**src/rtl/adder_rr_arbiter.sv**
```systemverilog
// Two-requester round-robin front end for one shared WIDTH-bit ripple adder.
// One transaction in flight: accept (IDLE), add (CALC), hold result until taken (RESP).
module adder_rr_arbiter #(
    parameter int WIDTH = 5
) (
    input  logic             clk,
    input  logic             rst,
    input  logic             req0_valid,
    output logic             req0_ready,
    input  logic [WIDTH-1:0] req0_a,
    input  logic [WIDTH-1:0] req0_b,
    input  logic             req1_valid,
    output logic             req1_ready,
    input  logic [WIDTH-1:0] req1_a,
    input  logic [WIDTH-1:0] req1_b,
    output logic             rsp0_valid,
    input  logic             rsp0_ready,
    output logic             rsp1_valid,
    input  logic             rsp1_ready,
    output logic [WIDTH-1:0] rsp_sum,
    output logic             rsp_cout,
    output logic             rsp_v,
    output logic             busy,
    output logic             grant_id
);

    typedef enum logic [1:0] {
        IDLE = 2'd0,
        CALC = 2'd1,
        RESP = 2'd2
    } state_t;

    state_t state, state_nxt;

    logic                    last;
    logic                    grant_r;
    logic                    pick;
    logic                    accept;
    logic                    rsp_take;
    logic signed [WIDTH-1:0] a_p0;
    logic signed [WIDTH-1:0] b_p0;
    logic        [WIDTH:0]   sum_p0;

    function automatic logic [WIDTH:0] ripple_add(input logic [WIDTH-1:0] a,
                                                  input logic [WIDTH-1:0] b);
        logic             c;
        logic [WIDTH-1:0] s;
        c = 1'b0;
        s = '0;
        for (int i = 0; i < WIDTH; i++) begin
            s[i] = a[i] ^ b[i] ^ c;
            c    = (a[i] & b[i]) | (c & (a[i] ^ b[i]));
        end
        return {c, s};
    endfunction

    function automatic logic signed_ovf(input logic a_msb, input logic b_msb,
                                        input logic s_msb);
        return (a_msb == b_msb) && (s_msb != a_msb);
    endfunction

    // Only one valid wins outright; on a tie the requester not served last wins.
    always_comb begin
        pick       = (req0_valid && req1_valid) ? ~last : req1_valid;
        accept     = (state == IDLE) && (req0_valid || req1_valid) && !rst;
        req0_ready = accept && !pick;
        req1_ready = accept && pick;
        rsp_take   = grant_r ? rsp1_ready : rsp0_ready;
    end

    always_comb begin
        state_nxt = state;
        case (state)
            IDLE:    if (req0_valid || req1_valid) state_nxt = CALC;
            CALC:    state_nxt = RESP;
            RESP:    if (rsp_take) state_nxt = IDLE;
            default: state_nxt = IDLE;
        endcase
    end

    always_ff @(posedge clk) begin
        if (rst) begin
            state    <= IDLE;
            last     <= 1'b1;
            grant_r  <= 1'b0;
            rsp_sum  <= '0;
            rsp_cout <= 1'b0;
            rsp_v    <= 1'b0;
        end else begin
            state <= state_nxt;
            if (accept) begin
                last    <= pick;
                grant_r <= pick;
            end
            if (state == CALC) begin
                rsp_sum  <= sum_p0[WIDTH-1:0];
                rsp_cout <= sum_p0[WIDTH];
                rsp_v    <= signed_ovf(a_p0[WIDTH-1], b_p0[WIDTH-1], sum_p0[WIDTH-1]);
            end
        end
    end

    // Stage 0: granted operands, captured on accept
    always_ff @(posedge clk) begin
        if (accept) begin
            a_p0 <= pick ? req1_a : req0_a;
            b_p0 <= pick ? req1_b : req0_b;
        end
    end

    // Stage 1: sum formed from stage-0 operands during CALC
    assign sum_p0 = ripple_add(a_p0, b_p0);

    assign rsp0_valid = (state == RESP) && !grant_r;
    assign rsp1_valid = (state == RESP) && grant_r;
    assign busy       = (state != IDLE);
    assign grant_id   = (state == IDLE) ? (pick && !rst) : grant_r;

endmodule

```
**config.mk**
```make
export PLATFORM = sky130hd
export DESIGN_NAME = adder_rr_arbiter
export DESIGN_NICKNAME = d
export VERILOG_FILES = /design/src/rtl/adder_rr_arbiter.sv
export SDC_FILE = /design/constraint.sdc
export NUM_CORES = 1
export LEC_CHECK = 0
export CORE_UTILIZATION = 46
export CTS_BUF_LIST = sky130_fd_sc_hd__clkbuf_16
export CTS_CLUSTER_SIZE = 14
export DETAILED_ROUTE_END_ITERATION = 6
export GPL_TIMING_DRIVEN = 0
export PLACE_DENSITY = 0.83
export SLEW_MARGIN = 5
export SYNTH_ARGS = -nofsm -noshare
export SYNTH_HDL_FRONTEND = slang
export SYNTH_SLANG_ARGS = --single-unit
```
**constraint.sdc**
```tcl
create_clock -name clk -period 7.88 [get_ports clk]
set_clock_uncertainty 0.1 [all_clocks]
set_input_delay 1.576 -clock clk [delete_from_list [all_inputs] [get_ports clk]]
set_output_delay 1.576 -clock clk [all_outputs]
set_load 0.005 [all_outputs]
```
==> summary.txt <==
Worst setup path
  • Crit path arrival time: 3.16 ns
  • Worst Setup Start Kind: input pin
  • CP dominant cell by count: clkdlybuf4s50_1
  • Endpoint class of the critical path: output pin
  • Critical path's top delay family: buffers and inverters
  • Reg2Reg Depth: 11
  • WP buf/inv: 3
  • CP max stage delay: 0.56 ns
  • Crit path max fanout: 10
  • R2R Path End: rsp_v
  • Slowest-stage cell, CP: clkdlybuf4s50_1
  • Crit path cell chain: clkdlybuf4s50_1 > a21boi_2 > buf_4 > nor4_1 > clkdlybuf4s50_1
  • Crit Path Class: input pin to output pin
  • R2R Setup Slk: 4.87 ns
  • Reg2reg start: a_p0[0]
  • Worst Path Required: 6.20 ns

Placement
  • Setup WS pre-CTS: 3.04 ns
  • Final HPWL DP: 1540 microns
  • Port Buffers: 38
  • Placed cell count: 153
  • Routability cong.: 0.774

Floorplan
  • Die H: 49.7 microns
  • Die X: 49.7 microns
  • # rows: 16
  • Ports: 39
  • Starting Density: 0.512
  • Die area: 0.00247 sq mm
  • Core Region: 0.00204 sq mm

Clocking
  • CTS Root Cell: clkbuf_16
  • CTS tree: yes
  • TritonCTS buffer count: 3
  • Max clock buf depth: 2
  • CTS Sinks: 21
  • Post-CTS Resized: 0
  • Clk Latency, worst-skew pair: 0.25 ns
  • H-tree lvl count: 1
  • Number of post-CTS setup repair buffers: 0
  • Clock-pin slew on the worst setup and hold paths: 0.05 ns
  • Hold Buf Count CTS: 0

Timing
  • Fin Setup TNS: 0 ns
  • FMAX: 207 MHz
  • RSZ-0062 raised after global routing: false
  • Post-route setup slack: 3.04 ns
  • Final setup violation count: 0
  • Final min period: 4.84 ns
  • Hold Slack: 0.347 ns
  • Worst Tran Pin Value: 0.795 ns
  • Max-slew violations: 0
  • Final hold violation count: 0
  • Tcrit/Tclk final: 0.614
  • Worst relative slew slack: 0.467

Logic synthesis
  • Synth Flop Type: dfxtp_1
  • Ys Warns: 0
  • Synthesis-stage register bit count: 21
  • Mean Syn Cell Area: 11.9 sq um
  • Synth top area share: 0.287
  • Synth top area cells: edfxtp_1 (29%), dfxtp_1 (21%), mux2_2 (11%)
  • Post-synth cell types: 31
  • Post-synthesis sequential area ratio: 0.498
  • Async SR Flop Fraction: 0
  • Synth Net Count: 120
  • Synthesized cell area: 0.00105 sq mm
  • Synth Instances: 88
  • Largest area contributor in the netlist: edfxtp_1
  • EDFF count, synth: 10

Route
  • Iter 0 DRT Violations: 7
  • Post-DR wirelength/cell: 13.1 microns
  • Vias: 779
  • Post-DRT Antenna Nets: 0
  • DRC Markers: 0
  • Vias per cell: 4.96
  • Drt first pass iters: 4
  • Post-Route WL: 2050 microns

Global routing
  • Global-route wire length before repair: 3490 microns
  • Initial antenna violation count: 0
  • GRT Total Usage: 0.190
  • Vias in the first global route: 809
  • GRT overflow: 0
  • Largest net degree at the start of global routing: 12

Hold path
  • Hold Crit Class: flop to flop
  • End point of the worst hold path: rsp_v
  • Hold Path Stages: 2
  • Hold_sp: rsp_v

Final layout
  • # diodes: 0
  • Fin cells: 157
  • Final-stage net count: 163
  • P&R area growth vs syn: 47.6%
  • Sequential cell area: 520 sq um
  • Filler instances: 150
  • Layout cells sized above 1: 0.169
  • Multi-input logic area: 469 sq um

Run status
  • Status: finished, final reports clean

Run
  • Max_cap viols: 0

Power
  • Static Leak: 0.602 nW
  • Maximum VDD drop: 0.159 mV
  • P per Cell Area: 194 mW/mm^2
per-stage QoR:
| step | util | total power (W) | area, sq um |
|---|---|---|---|
| 4_1_cts | 0.754 | 0.000301 | 1540 |
| 5_1_grt | 0.756 | 0.000312 | 1540 |
| 3_5_place_dp | 0.715 | 0.000197 | 1460 |
| 6_report | 0.756 | 0.000299 | 1540 |
| 3_3_place_gp | 0.715 | 0.000194 | 1460 |
| 2_1_floorplan | - | 0.000165 | 1050 |
registers in the layout, summed over array words and instances (netlist names):
name      flops
a_p0          5
b_p0          5
rsp_sum       5
state         2
grant_r       1
last          1
rsp_cout      1
rsp_v         1
worst register-to-register path, cell delays in order (launching register included):
cell and delay (ns):
edfxtp_1 0.39, ha_1 0.23, fa_1 0.40, inv_1 0.09
fa_1 0.18, inv_1 0.05, fa_1 0.36, inv_1 0.10
fa_1 0.44, xor2_1 0.18, or3_1 0.30, a21oi_1 0.13
kinds of logic after synthesis:
family / synth area share
AOI/OAI and AO/OA: 0.0801
xor gates and xnor gates: 0.00837
adders and majority gates: 0.100
buffers and inverters: 0.0586
DFF: 0.498
muxes: 0.117
and+or+nand+nor: 0.138
worst max path at each step:
stage                from  slack, ns          to  cells past startpoint
4_1_cts        req1_valid       3.03  req0_ready                      5
3_5_place_dp   req1_valid       3.04    grant_id                      5
6_report       req1_valid       3.04  req0_ready                      5
2_1_floorplan  req1_valid       4.09  req0_ready                      3
3_3_place_gp   req1_valid       3.09    grant_id                      5
5_1_grt        req1_valid       2.90    grant_id                      5
cells in the mapped netlist, drive strengths merged, types with 2 or more instances:
cell / n
nor3: 2
dfxtp: 11
mux2: 10
fa: 4
a21oi: 5
a211oi: 3
nand2: 8
nor3b: 2
inv: 9
nor2: 4
buf: 3
ha: 2
edfxtp: 10
per-layer routing:
metal  share of wire  vias to the layer above  global-route usage  wire (microns)
li1                -                      390                   -               -
met1            0.41                      364               0.207             836
met2            0.55                       23               0.367            1120
met3           0.041                        2              0.0309              84
met4          0.0063                        0              0.0571              13
met5               0                        -                   0               0
area by class of cell:
class                      count  share of cell area
clock inverter                 1             0.00243
inverter                       9              0.0219
timing repair buffer          38               0.246
multi-input combinational     54               0.304
tap                           27              0.0219
buffer                         4              0.0178
sequential                    21               0.337
clock buffer                   3              0.0486
power breakdown:
group          switching (W)  internal (W)
combinational      0.0000251     0.0000394
clock              0.0000356     0.0000674
sequential        0.00000637      0.000125
total              0.0000671      0.000232
placed cells by master, fill, tap and decap left out, types with 2 or more instances in the layout:
cell / netlist / layout
clkdlybuf4s50_1: 0 / 38
dfxtp_1: 11 / 11
mux2_2: 10 / 10
inv_1: 9 / 10
edfxtp_1: 10 / 10
nand2_1: 8 / 8
a21oi_1: 5 / 5
nor2_1: 4 / 4
fa_1: 4 / 4
a211oi_1: 3 / 3
clkbuf_16: 0 / 3
ha_1: 2 / 2
Power figures use the tool's default switching activity.
